File: config.mk
export PLATFORM = sky130hd
export DESIGN_NAME = bin2bcd_seq_flat
export DESIGN_NICKNAME = d
export VERILOG_FILES = /design/src/rtl/seg_pkg.sv /design/src/rtl/bin2bcd_seq_if.sv /design/src/rtl/bcd_add3.sv /design/src/rtl/bin2bcd_seq.sv /design/src/flat_wrapper.sv
export SDC_FILE = /design/constraint.sdc
export NUM_CORES = 1
export LEC_CHECK = 0
export BUFFER_PORTS_ARGS = -buffer_cell sky130_fd_sc_hd__buf_2
export CORE_MARGIN = 3
export CORE_UTILIZATION = 45
export CTS_CLUSTER_DIAMETER = 60
export DETAILED_ROUTE_END_ITERATION = 10
export SYNTH_ARGS = -nofsm -noshare
export SYNTH_HDL_FRONTEND = slang
export SYNTH_SLANG_ARGS = --single-unit
export TNS_END_PERCENT = 50
File: constraint.sdc
create_clock -name sys_clk -period 2.5 [get_ports sys_clk]
set_input_delay 0.125 -clock sys_clk [delete_from_list [all_inputs] [get_ports sys_clk]]
set_output_delay 0.125 -clock sys_clk [all_outputs]
set_load 0.01 [all_outputs]
File: src/rtl/seg_pkg.sv
`default_nettype none
// ============================================================================
//  Module      : seg_pkg
//  Description : Shared definitions for the binary-to-BCD front end of the
//                7-segment display path: digit width, BCD constants, FSM
//                state encoding and a power-of-ten helper used to derive the
//                saturation limit at elaboration time.
//  Contents    : DIGIT_W, BCD_NINE, state_t {IDLE, SHIFT}, pow10()
//  Revision    : 1.0 - initial release
// ============================================================================
package seg_pkg;

  localparam int         DIGIT_W  = 4;
  localparam logic [3:0] BCD_NINE = 4'h9;

  typedef enum logic [0:0] {
    IDLE  = 1'b0,
    SHIFT = 1'b1
  } state_t;

  // Elaboration-time 10^n; only ever called with constant arguments.
  function automatic longint unsigned pow10(input int n);
    longint unsigned r;
    r = 64'd1;
    for (int i = 0; i < n; i++) begin
      r = r * 64'd10;
    end
    return r;
  endfunction

endpackage
`default_nettype wire

File: src/rtl/bin2bcd_seq_if.sv
`default_nettype none
// ============================================================================
//  Module      : bin2bcd_seq_if
//  Description : Start/done handshake bundle between a binary count source
//                (master) and the sequential binary-to-BCD converter (slave).
//  Signals     : start    - conversion request (master -> slave)
//                bin_in   - binary value, BIN_W bits (master -> slave)
//                busy     - conversion in progress (slave -> master)
//                done     - one-cycle result strobe (slave -> master)
//                bcd_out  - packed BCD, digit 0 in [3:0] (slave -> master)
//                overflow - last conversion saturated (slave -> master)
//  Revision    : 1.0 - initial release
// ============================================================================
interface bin2bcd_seq_if
  import seg_pkg::*;
#(
  parameter int BIN_W  = 20,
  parameter int DIGITS = 6
);

  logic                      start;
  logic [BIN_W-1:0]          bin_in;
  logic                      busy;
  logic                      done;
  logic [DIGIT_W*DIGITS-1:0] bcd_out;
  logic                      overflow;

  modport master (
    output start, bin_in,
    input  busy, done, bcd_out, overflow
  );

  modport slave (
    input  start, bin_in,
    output busy, done, bcd_out, overflow
  );

endinterface
`default_nettype wire

File: src/rtl/bcd_add3.sv
`default_nettype none
// ============================================================================
//  Module      : bcd_add3
//  Description : Double-dabble digit correction: a 4-bit BCD digit that is 5
//                or more gets 3 added so the following left shift carries
//                correctly into the next decimal digit. Purely combinational,
//                4 bits wide, never produces a carry out.
//  Ports       : din  - scratch digit before correction
//                dout - corrected digit
//  Revision    : 1.0 - initial release
// ============================================================================
module bcd_add3
  import seg_pkg::*;
(
  input  logic [DIGIT_W-1:0] din,
  output logic [DIGIT_W-1:0] dout
);

  always_comb begin
    dout = din;
    if (din >= 4'd5) begin
      dout = din + 4'd3;
    end
  end

endmodule
`default_nettype wire

File: src/rtl/bin2bcd_seq.sv
`default_nettype none
// ============================================================================
//  Module      : bin2bcd_seq
//  Description : Sequential binary-to-BCD converter (shift-and-add-3). One
//                shift per clock; a conversion takes BIN_W cycles from the
//                accepting edge to the done pulse. Inputs above 10^DIGITS-1
//                saturate to all nines and raise overflow.
//  Ports       : sys_clk  - system clock
//                sys_rst  - asynchronous active-high reset
//                bus      - bin2bcd_seq_if slave: start, bin_in, busy,
//                           done, bcd_out, overflow
//  Revision    : 1.0 - initial release
// ============================================================================
module bin2bcd_seq
  import seg_pkg::*;
#(
  parameter int BIN_W  = 20,
  parameter int DIGITS = 6
) (
  input  logic          sys_clk,
  input  logic          sys_rst,
  bin2bcd_seq_if.slave  bus
);

  localparam int CNT_W = $clog2(BIN_W);
  localparam int SCR_W = DIGIT_W * DIGITS;

  // Largest representable value, widened to BIN_W+1 bits. If the decimal
  // limit does not fit in that width no input can exceed it, so clamp to
  // all ones rather than letting truncation create false overflows.
  localparam longint unsigned LIMIT_FULL = pow10(DIGITS) - 64'd1;
  localparam logic [BIN_W:0]  OVF_LIMIT  =
    (LIMIT_FULL < (64'd1 << (BIN_W + 1))) ? LIMIT_FULL[BIN_W:0] : '1;

  localparam logic [CNT_W-1:0] LAST_CNT = CNT_W'(BIN_W - 1);

  // --------------------------------------------------------------------------
  // Datapath / FSM storage
  // --------------------------------------------------------------------------
  state_t              state;
  state_t              state_nxt;
  logic [BIN_W-1:0]    shreg;
  logic [SCR_W-1:0]    scratch;
  logic [CNT_W-1:0]    cnt;
  logic                ovf_pend;
  logic [SCR_W-1:0]    bcd_reg;
  logic                ovf_reg;
  logic                done_reg;

  // FSM decoded controls
  logic                busy_c;
  logic                load_c;
  logic                shift_c;
  logic                last_c;

  // Corrected scratch and the value it becomes after this edge's shift
  logic [SCR_W-1:0]    corr;
  logic [SCR_W-1:0]    scratch_shifted;
  logic [SCR_W-1:0]    all_nines;

  // --------------------------------------------------------------------------
  // Per-digit add-3 correction
  // --------------------------------------------------------------------------
  for (genvar gi = 0; gi < DIGITS; gi++) begin : g_add3
    bcd_add3 u_add3 (
      .din  (scratch[gi*DIGIT_W +: DIGIT_W]),
      .dout (corr[gi*DIGIT_W +: DIGIT_W])
    );
  end

  assign scratch_shifted = {corr[SCR_W-2:0], shreg[BIN_W-1]};
  assign all_nines       = {DIGITS{BCD_NINE}};
  assign last_c          = (cnt == LAST_CNT);

  // --------------------------------------------------------------------------
  // FSM: state register
  // --------------------------------------------------------------------------
  always_ff @(posedge sys_clk or posedge sys_rst) begin
    if (sys_rst) begin
      state <= IDLE;
    end else begin
      state <= state_nxt;
    end
  end

  // --------------------------------------------------------------------------
  // FSM: next-state logic
  // --------------------------------------------------------------------------
  always_comb begin
    state_nxt = state;
    case (state)
      IDLE:    if (bus.start) state_nxt = SHIFT;
      SHIFT:   if (last_c)    state_nxt = IDLE;
      default: state_nxt = IDLE;
    endcase
  end

  // --------------------------------------------------------------------------
  // FSM: output decode
  // --------------------------------------------------------------------------
  always_comb begin
    busy_c  = 1'b0;
    load_c  = 1'b0;
    shift_c = 1'b0;
    case (state)
      IDLE: begin
        load_c = bus.start;
      end
      SHIFT: begin
        busy_c  = 1'b1;
        shift_c = 1'b1;
      end
      default: begin
        busy_c = 1'b0;
      end
    endcase
  end

  // --------------------------------------------------------------------------
  // Datapath and output registers
  // --------------------------------------------------------------------------
  always_ff @(posedge sys_clk or posedge sys_rst) begin
    if (sys_rst) begin
      shreg    <= '0;
      scratch  <= '0;
      cnt      <= '0;
      ovf_pend <= 1'b0;
      bcd_reg  <= '0;
      ovf_reg  <= 1'b0;
      done_reg <= 1'b0;
    end else begin
      done_reg <= 1'b0;
      if (load_c) begin
        shreg    <= bus.bin_in;
        scratch  <= '0;
        cnt      <= '0;
        ovf_pend <= ({1'b0, bus.bin_in} > OVF_LIMIT);
      end else if (shift_c) begin
        shreg   <= {shreg[BIN_W-2:0], 1'b0};
        scratch <= scratch_shifted;
        cnt     <= cnt + 1'b1;
        if (last_c) begin
          // Final shift: publish straight from the shifted value so the
          // result is visible in the same cycle as done.
          bcd_reg  <= ovf_pend ? all_nines : scratch_shifted;
          ovf_reg  <= ovf_pend;
          done_reg <= 1'b1;
        end
      end
    end
  end

  assign bus.busy     = busy_c;
  assign bus.done     = done_reg;
  assign bus.bcd_out  = bcd_reg;
  assign bus.overflow = ovf_reg;

endmodule
`default_nettype wire

File: src/flat_wrapper.sv
// flat-port wrapper written by rule: the top's interface ports become plain ports
module bin2bcd_seq_flat import seg_pkg::*;
#(
  parameter int BIN_W  = 20,
  parameter int DIGITS = 6
)
  (sys_clk, sys_rst, bus_start, bus_bin_in, bus_busy, bus_done, bus_bcd_out, bus_overflow);
  bin2bcd_seq_if #(.BIN_W(BIN_W), .DIGITS(DIGITS)) bus_i ();
  input  logic sys_clk;
  input  logic sys_rst;
  input wire logic [$bits(bus_i.start)-1:0] bus_start;
  input wire logic [$bits(bus_i.bin_in)-1:0] bus_bin_in;
  output wire logic [$bits(bus_i.busy)-1:0] bus_busy;
  output wire logic [$bits(bus_i.done)-1:0] bus_done;
  output wire logic [$bits(bus_i.bcd_out)-1:0] bus_bcd_out;
  output wire logic [$bits(bus_i.overflow)-1:0] bus_overflow;
  assign bus_i.start = bus_start;
  assign bus_i.bin_in = bus_bin_in;
  assign bus_busy = bus_i.busy;
  assign bus_done = bus_i.done;
  assign bus_bcd_out = bus_i.bcd_out;
  assign bus_overflow = bus_i.overflow;
  bin2bcd_seq #(.BIN_W(BIN_W), .DIGITS(DIGITS)) u_core (.sys_clk(sys_clk), .sys_rst(sys_rst), .bus(bus_i));
endmodule
=== Word-level counts from Yosys, hierarchy flattened ===
Cells that the tools add are included.

* Register bits: 77
* Output and inout port bits: 27
* Logic and storage cells: 48
* Input port bits: 23

* Bitwise gates (word level): 2
* Reduce and logical (&&, ||, !) cells: 2
* Equality and inequality tests: 1
* Add/subtract/negate cells: 7
* Muxes and demuxes: 21
* Magnitude comparators: 7

{| class="wikitable"
|+ Operators with widths
! operator !! count
|-
| 24-bit 2-to-1 mux || 3
|-
| 20-bit 2-to-1 mux || 2
|-
| 4-bit by 3-bit >= comparator with 1-bit output (second input constant) || 6
|-
| 4-bit by 2-bit adder with 4-bit output (second input constant) || 5
|-
| 20-bit greater-than comparator (second input constant) || 1
|-
| 4-bit 2-to-1 mux || 5
|-
| 5-bit 2-to-1 mux || 2
|-
| 1-bit 2-to-1 mux || 7
|-
| 5-bit by 1-bit adder with 5-bit output (second input constant) || 1
|-
| 5-bit == test (second input constant) || 1
|-
| 3-bit by 2-bit adder with 3-bit output (second input constant) || 1
|-
| 3-bit 2-to-1 mux || 1
|-
| 3-bit AND reduction || 1
|-
| 1-bit NOT || 2
|-
| 1-bit case mux with 2 select lines || 1
|-
| 2-bit nonzero test || 1
|}

=== Longest topological paths before layout ===
Gate-level depths: netlist (run 1).

* Depth in word-level cells: 4
* Mapped depth: 8
* Depth with buffers taken out: 6

=== Modules after synthesis ===
A second synthesis (run 1) with hierarchy kept.

* Cells, all modules: 363
* Area, all modules: 3875.0 µm²

{| class="wikitable"
|+ By module, submodules not included
! module !! cells each !! instances !! sequential area each (µm²) !! area an instance (µm²)
|-
| bin2bcd_seq || 267 || 1 || 1926.8 || 3266.9
|-
| bcd_add3 || 16 || 6 || 0.0 || 101.3
|}

=== Least setup slack after synthesis (run 1) ===
Ideal clock, no wire load.

* Path kind: reg-to-reg
* Start point: register u_core.cnt[0]
* End point: register u_core.bcd_reg[23] (netlist: u_core.bus.bcd_out[23])
* Cell stages (with the launch flop): 7
* Slack: 0.765 ns
* Required time: 2.374 ns
* Arrival time: 1.609 ns
* Library setup time: 0.126 ns
* Buffers on the path: 1
* Period minus slack after synthesis: 1.735 ns
* Cells stage by stage: dfrtp_1 -> ha_1 -> nand2_1 -> or4b_1 -> buf_6 -> a2111oi_4 -> nor2_1

* Cells in the longest elaborated chain, start to end: 2

{| class="wikitable"
|+ RTL lines
! element !! line !! text
|-
| start, declared || bin2bcd_seq.sv:44 || <nowiki>logic [CNT_W-1:0] cnt;</nowiki>
|-
| start signal, assigned || bin2bcd_seq.sv:141 || <nowiki>cnt <= cnt + 1'b1;</nowiki>
|-
| 5-bit == test || bin2bcd_seq.sv:73 || <nowiki>assign last_c = (cnt == LAST_CNT);</nowiki>
|-
| 3-bit AND reduction (no source line) || n/a ||
|-
| end signal, assigned || bin2bcd_seq.sv:145 || <nowiki>bcd_reg <= ovf_pend ? all_nines : scratch_shifted;</nowiki>
|-
| end, declared || bin2bcd_seq.sv:46 || <nowiki>logic [SCR_W-1:0] bcd_reg;</nowiki>
|}

Every way passes these cells.
A chain may end at the register's enable or synchronous reset.

=== Worst setup path after layout (run 1) ===
* Start point: register u_core.cnt[0]
* End point: register u_core.bcd_reg[15] (netlist: u_core.bus.bcd_out[15])

Same word-level chain as after synthesis.

==> results of run 1 <==
-- final cells by class --
class / instances / share of cell area
Multi-Input combinational cell: 246 / 0.385
Clock buffer: 13 / 0.0394
Sequential cell: 77 / 0.449
Timing Repair Buffer: 57 / 0.0747
Tap cell: 102 / 0.0297
Inverter: 14 / 0.0122
Clock inverter: 3 / 0.00992
-- how the worst max path moves through the flow --
stage,from,endpoint,slack [ns],cells after the start
after floorplan,sys_rst,u_core.bus.bcd_out[0]$_DFFE_PP0P_,0.41,1
after global placement,u_core.cnt[0]$_DFFE_PP0P_,u_core.bus.bcd_out[0]$_DFFE_PP0P_,0.56,7
after detailed placement,u_core.cnt[0]$_DFFE_PP0P_,u_core.bus.bcd_out[15]$_DFFE_PP0P_,0.47,7
after CTS,u_core.cnt[0]$_DFFE_PP0P_,u_core.bus.bcd_out[15]$_DFFE_PP0P_,0.47,7
after global routing,u_core.cnt[0]$_DFFE_PP0P_,u_core.bus.bcd_out[19]$_DFFE_PP0P_,0.34,7
final,u_core.cnt[0]$_DFFE_PP0P_,u_core.bus.bcd_out[15]$_DFFE_PP0P_,0.50,7
-- power groups by stage --
stage | logic, mW | clock network [mW] | registers [mW]
after floorplan | 1.66 | 0 | 2.21
final | 2.21 | 0.982 | 2.22
after CTS | 2.25 | 1.01 | 2.23
after global placement | 2.18 | 0 | 2.24
after detailed placement | 2.24 | 0 | 2.24
after global routing | 2.53 | 1.07 | 2.30
-- layout by cell type (no fill, tap or decap), types with 2 or more instances in the layout --
master / count
a21o_1: 7
a21oi_1: 21
a22o_1: 21
a31oi_1: 5
buf_2: 49
buf_4: 6
clkbuf_8: 12
dfrtp_1: 76
ha_1: 13
inv_1: 12
inv_2: 2
mux2i_1: 31
nand2_1: 38
nand2b_1: 13
nand3_1: 7
nor2_1: 21
nor3_1: 7
nor3b_1: 11
o21ai_0: 33
xnor2_1: 8
-- layer usage --
metal / up-vias / track usage
met2: 49 / 0.271
met5: - / 0
li1: 1346 / -
met3: 6 / 0.0316
met4: 0 / 0.0616
met1: 1312 / 0.226
-- kinds of logic after synthesis --
group / after synthesis
and+or+nand+nor: 102
AOI/OAI and AO/OA: 91
DFF: 77
buffers and inverters: 34
muxes: 32
adders and majority gates: 13
xor gates and xnor gates: 8
-- worst max-delay path, stage by stage, from the launching register on --
cell and delay [ns]:
dfrtp_1 0.38, ha_1 0.22, nand2_1 0.08, or4b_1 0.54, buf_4 0.21, inv_2 0.30
nor2_1 0.07, a31oi_1 0.15
==> impl_metrics.toml, run 1 <==
[status]
outcome = "finished, final reports clean"

[clocking]
insertion_delay_ns = 0.34
ctsResizeCount = 0
cts_num_sinks = 77
clk_transition_reported_paths_ns = 0.08
postCtsHoldBufs = 1
clockBufferDepth = 2
cts_tree = "yes"
cts_root_buf = "clkbuf_8"
cts_setup_buffers = 0
htree_num_levels = 3
numCtsBuffers = 9

[power_and_ir_drop]
power_density_mw_per_mm2 = 1260
switchingPower_mw = 2.04
power_mw = 5.41
comb_power_share = 0.408
swShare = 0.376
p_int_mw = 3.38
power_frac_seq = 0.410
p_clk_frac = 0.181
p_leak_nw = 2.12
ir_drop_mv = 0.389

[floorplan]
fp.dieArea_mm2 = 0.00944
start_util = 0.474
die_x_um = 97.2
die_y_um = 97.2
coreArea_mm2 = 0.00789
pin_count = 50
rows = 32

[worst_setup_path]
rr_worst_depth = 7
r2r_start = "u_core.cnt[0]$_DFFE_PP0P_"
critPathLaunchType = "flop"
r2r_end = "u_core.bus.bcd_out[15]$_DFFE_PP0P_"
endpoint_kind = "flop"
cp.required_ns = 2.76
path_class = "flop to flop"
cp.arrival_ns = 2.26
critPathMaxFanout = 20
reg2reg_slack_ns = 0.50

[synthesis]
ys_seq_area_frac = 0.515
ys_ff_latch = 77
yosys_most_used_dff = "dfrtp_1"
synth_fa_ha_area_frac = 0.0435
synth_compound_area_frac = 0.158
synth_area_leader_cell = "dfrtp_1"
netlist-cell-type-count = 32
syn-num-nets = 393
synth_edf_count = 0
netlist_instances = 357
synth-async-reset-ratio = 1.00
synth_area_per_cell_um2 = 10.5
synthMostInstantiatedCell = "dfrtp_1"
muxShareOfSynthArea = 0.0860
netlist_top_cells_count = "77 x dfrtp_1, 38 x nand2_1, 33 x o21ai_0"
synth_area_mm2 = 0.00374
synth_xor_area_frac = 0.0187
synth_top_cell_area_share = 0.515
yosys.area_share.simple = 0.135
synth_area_leaders = "dfrtp_1 52%, mux2i_1 8.3%, a22o_1 4.9%, o21ai_0 4.4%, ha_1 4.3%"
synth_top_family_by_area = "compound AO/OA/AOI/OAI gates"
ys_warn_count = 0

[drt]
routed.top_layer = "met4"
wl_met3_um = 254
dr.first_iter.drc_count = 125
viasPerCell = 5.30
finalWirelength_mm = 7.54
num_vias = 2713
wl_met1_mm = 3.65
dr.pass1.iters = 4
routedWlPerCell_um = 14.7
drcViolationCount = 0
wl_met2_mm = 3.57
antenna_left = 0

[placement]
gp_congestion = 0.750
dpl.cell_count = 495
dpl_cell_area_mm2 = 0.00407
port_buffers = 49
dp_slack_ns = 0.474
place_hpwl_mm = 5.03

[grt]
grt_antenna_before_repair = 0
grt_max_degree = 49
grt_usage = 0.168
grt_pass1_vias = 2651
grt_pass1_wl_mm = 13.0
overflow = 0

[timing]
fin_skew_ns = 0.0128
fmax_ghz = 0.499
relSlewSlack = 0.546
rsz0062_at_grt = "no"
fin_crit_sh = 0.801
finalHoldViolCount = 0
timing.hold.ws_ns = 0.0324
worst_pin_slew_ns = 0.679
setup_slack_ns = 0.497
setup_tns_ns = 0
period_minus_slack_ns = 2.00
setup_viol = 0
slew_viol_final = 0

[min_path]
hp-start = "bus_bin_in[0]"
hold_path_class = "primary input to flop"
holdPathStages = 3
whs_endpoint = "u_core.shreg[0]$_DFFE_PP0P_"

[cells_and_area]
register_area_mm2 = 0.00193
final_area_mm2 = 0.00429
nNetsFinal = 441
nFillCells = 729
final_cells = 512
area_growth_pct = 14.7
diodes = 0
multi_input_area_mm2 = 0.00165
drive_above_1_share = 0.188
fin_util = 0.544

[flow_run]
maxCapViolCount = 0
No activity file was read; power rests on OpenSTA's default activity.
==> run 2, diff against run 1 <==
==> constraint.sdc (replaced) <==
create_clock -name sys_clk -period 1.9 [get_ports sys_clk]
set_input_delay 0.095 -clock sys_clk [delete_from_list [all_inputs] [get_ports sys_clk]]
set_output_delay 0.095 -clock sys_clk [all_outputs]
set_load 0.01 [all_outputs]
==> run 2 against run 1 <==
- power up 33%
- first-iteration DRC count fell by 34%
- register-to-register slack got worse by 0.42 ns
- sequential power increased by 32%
- combinational power is 38% higher
- highest routed layer unchanged
==> impl_metrics.toml, run 2 (synthesis results as in run 1) <==
[timing]
finalHoldViolCount = 0
fmax_ghz = 0.547
relSlewSlack = 0.508
fin_crit_sh = 0.962
worst_pin_slew_ns = 0.737
slew_viol_final = 0
setup_viol = 0
fin_skew_ns = 0.0107
period_minus_slack_ns = 1.83

[power_and_ir_drop]
power_density_mw_per_mm2 = 1630
power_mw = 7.20
p_leak_nw = 2.18
ir_drop_mv = 0.663

[cells_and_area]
nNetsFinal = 453
area_growth_pct = 18.3
layout_commonest_cell = "dfrtp_1"
diodes = 0
final_cells = 524
nFillCells = 735
final_cell_mix = "76 x dfrtp_1, 49 x buf_2, 38 x nand2_1"
drive_above_1_share = 0.216

[placement]
port_buffers = 49
dpl.cell_count = 503
place_hpwl_mm = 5.55
gp_congestion = 0.752

[floorplan]
coreArea_mm2 = 0.00789
fp.dieArea_mm2 = 0.00944
die_x_um = 97.2
rows = 32
die_y_um = 97.2
start_util = 0.474
pin_count = 50

[grt]
overflow = 0
grt_pass1_vias = 2701
grt_max_degree = 51
grt_usage = 0.175
grt_antenna_before_repair = 0
grt_pass1_wl_mm = 13.3

[clocking]
htree_num_levels = 3
insertion_delay_ns = 0.35
clk_transition_reported_paths_ns = 0.08
cts_num_sinks = 77
cts_root_buf = "clkbuf_8"
numCtsBuffers = 9
clockBufferDepth = 2
cts_tree = "yes"

[worst_setup_path]
cp.required_ns = 2.19
critPathMaxFanout = 8
crit_path_max_incr_delay_ns = 0.54
critPathSlowestCell = "or4b_4"
critPathLaunchType = "flop"
endpoint_kind = "flop"
cp.arrival_ns = 2.12
path_cells = "ha_2 > nand2_1 > or4b_4 > buf_6 > nor2_4 > a22o_1"
path_class = "flop to flop"

[drt]
finalWirelength_mm = 8.07
viasPerCell = 5.26
dr.first_iter.drc_count = 82
routedWlPerCell_um = 15.4
num_vias = 2755
dr.pass1.iters = 4
drcViolationCount = 0
antenna_left = 0

[status]
outcome = "finished, final reports clean"

[min_path]
hold_path_class = "primary input to flop"

[flow_run]
maxCapViolCount = 0
run 2: worst max-delay path, delay by kind of cell, from the launching register on:
kind / cells / cell delay, ns
AO/OA/AOI/OAI: 1 / 0.18
adder cells (fa/ha/maj): 1 / 0.19
buffers and inverters: 1 / 0.17
flip-flops: 1 / 0.38
AND/OR/NAND/NOR: 3 / 0.85
run 2: worst paths after layout:
check,from,to,slack (ns),cells past startpoint
setup / recovery,u_core.cnt[1]$_DFFE_PP0P_,u_core.bus.bcd_out[2]$_DFFE_PP0P_,0.07,6
hold / removal,bus_bin_in[18],u_core.ovf_pend$_DFFE_PP0P_,0.04,3
setup reg to reg,u_core.cnt[1]$_DFFE_PP0P_,u_core.bus.bcd_out[2]$_DFFE_PP0P_,0.07,6
hold reg to reg,u_core.bus.bcd_out[0]$_DFFE_PP0P_,u_core.bus.bcd_out[0]$_DFFE_PP0P_,0.48,2
max in group asynchronous,sys_rst,u_core.scratch[21]$_DFFE_PP0P_,0.92,4
min in group asynchronous,sys_rst,u_core.shreg[8]$_DFFE_PP0P_,0.37,3
run 2: final cells by class:
type,count,area (µm²),area share
Clock buffer,13,179,0.0404
Clock inverter,3,17.5,0.00396
Inverter,14,58.8,0.0133
Multi-Input combinational cell,247,1670,0.377
Sequential cell,77,1930,0.436
Tap cell,102,128,0.0288
Timing Repair Buffer,68,447,0.101
run 2: repair_timing:
action,in CTS,in global routing
endpoints found under the hold margin,26,0
setup buffers,0,2
hold buffers,2,0
pin swaps,0,3
cloned,0,1
setup endpoints to repair,1,25
resized for setup,2,5
run 2: stage by stage:
step	util	area, µm²	TNS, ns	hold WS [ns]	setup WS, ns
6_report	0.561	4430	0	0.0355	0.0724
5_1_grt	0.561	4430	-0.0130	0.0215	-0.0130
4_1_cts	0.555	4380	-0.0232	0.0168	-0.00899
3_5_place_dp	0.527	4160	0	0.217	0.00881
3_3_place_gp	0.527	4160	0	0.227	0.0732
2_1_floorplan	-	3740	0	0.251	0.165
run 2: per-layer routing:
layer | GRT usage | up-vias | wire length [µm]
met4 | 0.0475 | 0 | 81
met2 | 0.270 | 52 | 3810
li1 | - | 1370 | -
met3 | 0.0581 | 7 | 452
met5 | 0 | - | 0
met1 | 0.237 | 1326 | 3730
run 2: power by group:
part	leakage [nW]	switching, mW	internal (mW)	total (mW)
clock	0.101	0.593	0.613	1.21
combinational	1.10	1.59	1.46	3.05
sequential	0.974	0.592	2.35	2.94
total	2.18	2.78	4.42	7.20
